[config.mk]
export PLATFORM = sky130hd
export DESIGN_NAME = if_fetch_queue_flat
export DESIGN_NICKNAME = d
export VERILOG_FILES = /design/src/rtl/riscv_pkg.sv /design/src/rtl/if_fetch_queue_if.sv /design/src/rtl/fetch_fifo.sv /design/src/rtl/if_fetch_queue.sv /design/src/flat_wrapper.sv
export SDC_FILE = /design/constraint.sdc
export NUM_CORES = 1
export LEC_CHECK = 0
export BUFFER_PORTS_ARGS = -buffer_cell sky130_fd_sc_hd__buf_2
export CAP_MARGIN = 10
export CORE_ASPECT_RATIO = 0.9
export CORE_UTILIZATION = 51
export CTS_CLUSTER_SIZE = 40
export DETAILED_ROUTE_END_ITERATION = 12
export GPL_ROUTABILITY_DRIVEN = 0
export HOLD_SLACK_MARGIN = 0.05
export PLACE_DENSITY = 0.72
export SYNTH_ARGS = -nofsm -noshare
export SYNTH_HDL_FRONTEND = slang
export SYNTH_SLANG_ARGS = --single-unit
[constraint.sdc]
create_clock -name CLK -period 7.6 [get_ports CLK]
set_input_delay 1.52 -clock CLK [delete_from_list [all_inputs] [get_ports CLK]]
set_output_delay 1.52 -clock CLK [all_outputs]
set_load 0.02 [all_outputs]
[src/rtl/riscv_pkg.sv]
// rtl/riscv_pkg.sv - shared RV32I constants and the fetch-queue entry type
//   XLEN          : default address/PC width
//   ILEN          : instruction width
//   NOP_INSTR     : addi x0,x0,0, presented to ID when no instruction is valid
//   fetch_entry_t : {instr, pc} queue entry
package riscv_pkg;
  localparam int XLEN = 32;
  localparam int ILEN = 32;
  localparam logic [ILEN-1:0] NOP_INSTR = 32'h0000_0013;

  typedef struct packed {
    logic [ILEN-1:0] instr;
    logic [XLEN-1:0] pc;
  } fetch_entry_t;
endpackage

[src/rtl/if_fetch_queue_if.sv]
// rtl/if_fetch_queue_if.sv - instruction-memory request/response bus
//   imem_req_valid/ready/addr : fetch request channel (fetch unit -> memory)
//   imem_rsp_valid/data       : in-order response channel (memory -> fetch unit)
//   modport master            : fetch unit side
//   modport slave             : memory side
interface if_fetch_queue_if #(
  parameter int XLEN = 32
) ();
  logic            imem_req_valid;
  logic            imem_req_ready;
  logic [XLEN-1:0] imem_req_addr;
  logic            imem_rsp_valid;
  logic [31:0]     imem_rsp_data;

  modport master (
    output imem_req_valid, imem_req_addr,
    input  imem_req_ready, imem_rsp_valid, imem_rsp_data
  );

  modport slave (
    input  imem_req_valid, imem_req_addr,
    output imem_req_ready, imem_rsp_valid, imem_rsp_data
  );
endinterface

[src/rtl/fetch_fifo.sv]
// rtl/fetch_fifo.sv - DEPTH x WIDTH circular buffer with push/pop/flush
//   clk, rst_n      : clock, asynchronous active-low reset
//   push, push_data : write an entry at tail
//   pop             : advance head (ignored when empty)
//   flush           : empty the buffer, overrides push/pop
//   head_data       : entry at head
//   count/full/empty: occupancy
module fetch_fifo
  import riscv_pkg::*;
#(
  parameter int DEPTH = 4,
  parameter int WIDTH = $bits(fetch_entry_t)
) (
  input  logic                     clk,
  input  logic                     rst_n,
  input  logic                     push,
  input  logic [WIDTH-1:0]         push_data,
  input  logic                     pop,
  input  logic                     flush,
  output logic [WIDTH-1:0]         head_data,
  output logic [$clog2(DEPTH):0]   count,
  output logic                     full,
  output logic                     empty
);
  localparam int AW = $clog2(DEPTH);
  localparam int CW = AW + 1;

  logic [WIDTH-1:0] r_mem [DEPTH];
  logic [AW-1:0]    r_head;
  logic [AW-1:0]    r_tail;
  logic [CW-1:0]    r_count;
  logic             w_do_push;
  logic             w_do_pop;

  assign empty     = (r_count == '0);
  assign full      = (r_count == CW'(DEPTH));
  assign count     = r_count;
  assign head_data = r_mem[r_head];
  assign w_do_pop  = pop && !empty;
  // A push into a full buffer is allowed only when the head frees a slot this cycle.
  assign w_do_push = push && (!full || w_do_pop);

  always_ff @(posedge clk or negedge rst_n) begin
    if (!rst_n) begin
      r_head  <= '0;
      r_tail  <= '0;
      r_count <= '0;
    end else if (flush) begin
      r_head  <= '0;
      r_tail  <= '0;
      r_count <= '0;
    end else begin
      if (w_do_push) r_tail <= r_tail + AW'(1);
      if (w_do_pop)  r_head <= r_head + AW'(1);
      r_count <= r_count + CW'(w_do_push) - CW'(w_do_pop);
    end
  end

  always_ff @(posedge clk) begin
    if (w_do_push && !flush) r_mem[r_tail] <= push_data;
  end
endmodule

[src/rtl/if_fetch_queue.sv]
// rtl/if_fetch_queue.sv - RV32I prefetch-queue fetch front end
//   CLK, reset          : clock, asynchronous active-low reset
//   PCSrcE, PCTargetE   : EX-stage redirect request and target
//   imem (master)       : instruction-memory request/response bus
//   StallD              : ID cannot accept this cycle
//   ValidD/InstrD/PCD/PCPlus4D : head instruction presented to ID
//   Optional macro FETCH_QUEUE_BYPASS_EN: forward a response straight to ID
//   when the queue is empty.
module if_fetch_queue
  import riscv_pkg::*;
#(
  parameter int              XLEN     = riscv_pkg::XLEN,
  parameter int              DEPTH    = 4,
  parameter logic [XLEN-1:0] RESET_PC = '0
) (
  input  logic                CLK,
  input  logic                reset,
  input  logic                PCSrcE,
  input  logic [XLEN-1:0]     PCTargetE,
  if_fetch_queue_if.master    imem,
  input  logic                StallD,
  output logic                ValidD,
  output logic [ILEN-1:0]     InstrD,
  output logic [XLEN-1:0]     PCD,
  output logic [XLEN-1:0]     PCPlus4D
);
  localparam int CW = $clog2(DEPTH) + 1;
  localparam int SW = CW + 2;
  localparam int EW = ILEN + XLEN;

  logic [XLEN-1:0] r_fpc;
  logic [CW-1:0]   r_live;   // outstanding requests whose responses are kept
  logic [CW-1:0]   r_drop;   // outstanding requests orphaned by a redirect

  logic [CW-1:0]   w_count;
  logic            w_full;
  logic            w_empty;
  logic [EW-1:0]   w_head;
  logic [EW-1:0]   w_rsp_entry;
  logic [EW-1:0]   w_out;
  logic [SW-1:0]   w_credit_used;
  logic [XLEN-1:0] w_rsp_pc;
  logic            w_req_fire;
  logic            w_rsp_live;
  logic            w_rsp_drop;
  logic            w_bypass;
  logic            w_push;
  logic            w_pop;

  // Every queue slot is reserved at request time, so the queue can never overflow.
  assign w_credit_used = SW'(w_count) + SW'(r_live) + SW'(r_drop);
  assign imem.imem_req_valid = reset && !PCSrcE && (w_credit_used < SW'(DEPTH));
  assign imem.imem_req_addr  = r_fpc;
  assign w_req_fire = imem.imem_req_valid && imem.imem_req_ready;

  assign w_rsp_drop = imem.imem_rsp_valid && (r_drop != '0);
  assign w_rsp_live = imem.imem_rsp_valid && (r_drop == '0) && (r_live != '0);
  // Live requests cover fpc-4*live .. fpc-4, so the oldest one is fpc-4*live.
  assign w_rsp_pc    = r_fpc - (XLEN'(r_live) << 2);
  assign w_rsp_entry = {imem.imem_rsp_data, w_rsp_pc};

`ifdef FETCH_QUEUE_BYPASS_EN
  assign w_bypass = w_empty && w_rsp_live && !PCSrcE;
`else
  assign w_bypass = 1'b0;
`endif

  // A bypassed response that ID takes right away never touches the queue.
  assign w_push = !PCSrcE && w_rsp_live && !(w_bypass && !StallD);
  assign w_pop  = !PCSrcE && !w_empty && !StallD;

  fetch_fifo #(
    .DEPTH (DEPTH),
    .WIDTH (EW)
  ) u_fifo (
    .clk       (CLK),
    .rst_n     (reset),
    .push      (w_push),
    .push_data (w_rsp_entry),
    .pop       (w_pop),
    .flush     (PCSrcE),
    .head_data (w_head),
    .count     (w_count),
    .full      (w_full),
    .empty     (w_empty)
  );

  always_comb begin
    w_out  = w_bypass ? w_rsp_entry : w_head;
    ValidD = w_bypass || !w_empty;
    InstrD = ValidD ? w_out[EW-1:XLEN] : NOP_INSTR;
    PCD    = ValidD ? w_out[XLEN-1:0] : '0;
  end

  assign PCPlus4D = PCD + XLEN'(4);

  always_ff @(posedge CLK or negedge reset) begin
    if (!reset) begin
      r_fpc  <= RESET_PC;
      r_live <= '0;
      r_drop <= '0;
    end else if (PCSrcE) begin
      // Everything still in flight becomes garbage, minus a response landing now.
      r_fpc  <= PCTargetE;
      r_live <= '0;
      r_drop <= r_drop + r_live - CW'(w_rsp_live || w_rsp_drop);
    end else begin
      if (w_req_fire) r_fpc <= r_fpc + XLEN'(4);
      r_live <= r_live + CW'(w_req_fire) - CW'(w_rsp_live);
      if (w_rsp_drop) r_drop <= r_drop - CW'(1);
    end
  end

  a_rsp_expected: assert property (@(posedge CLK) disable iff (!reset)
    imem.imem_rsp_valid |-> (r_live != '0 || r_drop != '0));

  a_no_overflow: assert property (@(posedge CLK) disable iff (!reset)
    w_push |-> (!w_full || w_pop));
endmodule

[src/flat_wrapper.sv]
// flat-port wrapper written by rule: the top's interface ports become plain ports
module if_fetch_queue_flat import riscv_pkg::*;
#(
  parameter int              XLEN     = riscv_pkg::XLEN,
  parameter int              DEPTH    = 4,
  parameter logic [XLEN-1:0] RESET_PC = '0
)
  (CLK, reset, PCSrcE, PCTargetE, StallD, ValidD, InstrD, PCD, PCPlus4D, imem_imem_req_valid, imem_imem_req_addr, imem_imem_req_ready, imem_imem_rsp_valid, imem_imem_rsp_data);
  if_fetch_queue_if #(.XLEN(XLEN)) imem_i ();
  input  logic CLK;
  input  logic reset;
  input  logic PCSrcE;
  input  logic [XLEN-1:0] PCTargetE;
  input  logic StallD;
  output logic ValidD;
  output logic [ILEN-1:0] InstrD;
  output logic [XLEN-1:0] PCD;
  output logic [XLEN-1:0] PCPlus4D;
  output wire logic [$bits(imem_i.imem_req_valid)-1:0] imem_imem_req_valid;
  output wire logic [$bits(imem_i.imem_req_addr)-1:0] imem_imem_req_addr;
  input wire logic [$bits(imem_i.imem_req_ready)-1:0] imem_imem_req_ready;
  input wire logic [$bits(imem_i.imem_rsp_valid)-1:0] imem_imem_rsp_valid;
  input wire logic [$bits(imem_i.imem_rsp_data)-1:0] imem_imem_rsp_data;
  assign imem_imem_req_valid = imem_i.imem_req_valid;
  assign imem_imem_req_addr = imem_i.imem_req_addr;
  assign imem_i.imem_req_ready = imem_imem_req_ready;
  assign imem_i.imem_rsp_valid = imem_imem_rsp_valid;
  assign imem_i.imem_rsp_data = imem_imem_rsp_data;
  if_fetch_queue #(.XLEN(XLEN), .DEPTH(DEPTH), .RESET_PC(RESET_PC)) u_core (.CLK(CLK), .reset(reset), .PCSrcE(PCSrcE), .PCTargetE(PCTargetE), .imem(imem_i), .StallD(StallD), .ValidD(ValidD), .InstrD(InstrD), .PCD(PCD), .PCPlus4D(PCPlus4D));
endmodule
==> flow_metrics.env <==
export IMPL_cts_tree="done"
export IMPL_worst_ep_arrival_time_ns=3.80
export IMPL_n_antenna_cell=0
export IMPL_clock_latency_ns=0.54
export IMPL_wl_mm=29.5
export IMPL_antenna_found_initial=0
export IMPL_die_w_um=175
export IMPL_crit_required_ns=6.08
export IMPL_vdd_drop_max_uv=167
export IMPL_start_kind="register"
export IMPL_yosys_warnings=0
export IMPL_finClkSkew_ns=0.00958
export IMPL_die_h_um=158
export IMPL_layoutNonFillerInstCount=1489
export IMPL_ys_seq_area_share_pct=63.8
export IMPL_pin_count=200
export IMPL_placeableCoreArea_um2=26300
export IMPL_hold_ws_ns=0.510
export IMPL_hold_viol=0
export IMPL_drtPass1Iterations=5
export IMPL_path_cells="nor3_2 -> clkinv_1 -> buf_4 -> and2_1 -> ha_1 -> nand2_1 -> nor2_1 -> nand4b_1 -> nor2_1 -> xor2_1 -> buf_2"
export IMPL_yosys_area_top_type_share_pct=55.7
export IMPL_finalInstanceArea_um2=16000
export IMPL_place_ws_ns=2.70
export IMPL_path_common_cell="nor2_1"
export IMPL_ys_ff_latch=301
export IMPL_worstMarginPinSlew_ns=1.03
export IMPL_grt_pass1_wl_mm=45.8
export IMPL_syn_nets=1032
export IMPL_cp_max_fo=39
export IMPL_utilization_pct=60.5
export IMPL_dpl_cell_area_um2=15100
export IMPL_htreeDepth=1
export IMPL_final_common_cell="edfxtp_1"
export IMPL_rows=56
export IMPL_status="finished clean"
export IMPL_hold_path_class="reg -> reg"
export IMPL_p_total_mw=4.76
export IMPL_grt_start_max_net_pins=65
export IMPL_worst_setup_path_end_kind="output port"
export IMPL_synth_cell_area_um2=13800
export IMPL_synthArstFlopShare_pct=15.0
export IMPL_tns_ns=0
export IMPL_syn_to_final_growth_pct=15.5
export IMPL_postCtsSetupRepairBufs=0
export IMPL_power_leakage_nw=5.94
export IMPL_cap_violations=0
export IMPL_final_cell_mix="edfxtp_1, buf_2, mux4_2"
export IMPL_grt_pass1_vias=8032
export IMPL_fmax_mhz=188
export IMPL_yosysTopAreaCell="edfxtp_1"
export IMPL_syn_area_per_cell_um2=14.8
export IMPL_dp_cells=1438
export IMPL_yosysUniqueCellTypes=55
export IMPL_ant_nets=0
export IMPL_cpPeakStageDelay_ns=0.60
export IMPL_postLayoutSetupSlackWorst_ns=2.28
export IMPL_drc_errors=0
export IMPL_via_count=8392
export IMPL_ctsHoldBuffers=0
export IMPL_die_area_um2=27700
export IMPL_drive_gt1_share_pct=29.1
export IMPL_ys_flop_type="edfxtp_1"
export IMPL_clock_path_buffers=3
export IMPL_cts_sinks=301
export IMPL_path_clk_slew_ns=0.06
export IMPL_hpwlAfterDp_mm=19.5
export IMPL_slowest_stage="nor2_1"
export IMPL_final_max_slew_viol_count=0
export IMPL_finalCritPeriodShare_pct=70.0
export IMPL_max_slew_margin_rel_pct=31.3
export IMPL_cts_made_buffers=29
export IMPL_io_buffers=199
export IMPL_initial_core_util_pct=52.4
export IMPL_rsz0062_at_grt="false"
export IMPL_cellPowerDensity_nw_per_um2=298
export IMPL_track_usage_pct=21.5
export IMPL_drt_iter0_markers=644
export IMPL_setup_viol=0
export IMPL_cts_root_buf="clkbuf_16"
export IMPL_ctsResizeCount=0
export IMPL_layout_min_cycle_time_ns=5.32
export IMPL_synthCells=935
export IMPL_crit_type="reg -> out"
export IMPL_synth_edff_count=256
export IMPL_num_nets_final=1218
export IMPL_overflow=0
export IMPL_route_detailed_wl_per_inst_um=19.8
export IMPL_synth_area_leaders="edfxtp_1, mux4_2, dfrtp_1, xnor2_1, and2_1"
export IMPL_viasPerCell=5.64
[cell type report]
class	instances	area, um2
fill	2054	10400
sequential	301	8820
multi-input combinational	547	4640
timing repair buffer	209	1070
clock buffer	36	752
tap	348	435
inverter	33	124
clock inverter	15	103
[registers in the layout, indices dropped and copies added (netlist names)]
name and cells:
u_core.imem.imem_req_addr 32, u_core.r_drop 3, u_core.r_live 3, u_core.u_fifo.count 3
u_core.u_fifo.r_head 2, u_core.u_fifo.r_mem 256, u_core.u_fifo.r_tail 2
[Yosys cell counts (5+ instances only)]
master / count
edfxtp_1: 256
mux4_2: 64
nand2_1: 61
and2_1: 57
dfrtp_1: 45
nor2_1: 44
nand3_1: 43
xnor2_1: 43
clkbuf_1: 36
o21ai_0: 33
xor2_1: 33
inv_1: 32
ha_1: 22
nor3_1: 15
and3_1: 13
nand4_1: 11
nor4_1: 11
a21oi_1: 9
buf_2: 7
buf_4: 7
nand3b_1: 7
a31oi_1: 5
fa_1: 5
nor2b_1: 5
o311ai_0: 5
[power by group]
part,switching [mW],leakage [nW],internal (mW)
sequential,0.107,2.86,1.87
clock,0.577,0.418,0.732
combinational,0.908,2.66,0.564
[layer usage]
layer	share of wire, %	routed length, um	GRT usage (%)	up-vias
met4	1.6	473	4.84	0
li1	-	-	-	3890
met5	0	0	0	-
met3	6.4	1870	2.88	37
met1	46	13500	32.3	4145
met2	46	13600	33.7	320
[final timing paths]
path / start / endpoint / slack, ns / depth (start not counted)
worst max-delay path: u_core.u_fifo.count[1]$_DFF_PN0_ / PCPlus4D[24] / 2.28 / 11
worst min-delay path: u_core.r_drop[2]$_DFFE_PN0P_ / u_core.r_drop[2]$_DFFE_PN0P_ / 0.51 / 1
worst max register to register: u_core.u_fifo.count[0]$_DFF_PN0_ / u_core.r_live[2]$_DFF_PN0_ / 3.07 / 13
worst min register to register: u_core.r_drop[2]$_DFFE_PN0P_ / u_core.r_drop[2]$_DFFE_PN0P_ / 0.51 / 1
max in group asynchronous: reset / u_core.u_fifo.r_head[1]$_DFFE_PN0P_ / 6.07 / 2
min in group asynchronous: reset / u_core.imem.imem_req_addr[13]$_DFFE_PN0P_ / 1.06 / 2
[critical path: cells and delay by family (launching register included)]
kind                     cells  cell delay (ns)
AND/OR/NAND/NOR              6             1.42
buffers and inverters        3             0.97
flip-flops                   1             0.48
adder cells (fa/ha/maj)      1             0.22
XOR/XNOR                     1             0.14
[kinds of logic after synthesis]
kind of cell | synth area share [%]
adders and majority gates | 2.72
DFF | 63.8
AOI/OAI and AO/OA | 3.56
buffers and inverters | 2.62
muxes | 11.1
xor gates and xnor gates | 4.82
and+or+nand+nor | 11.4
Power figures use the tool's default switching activity.
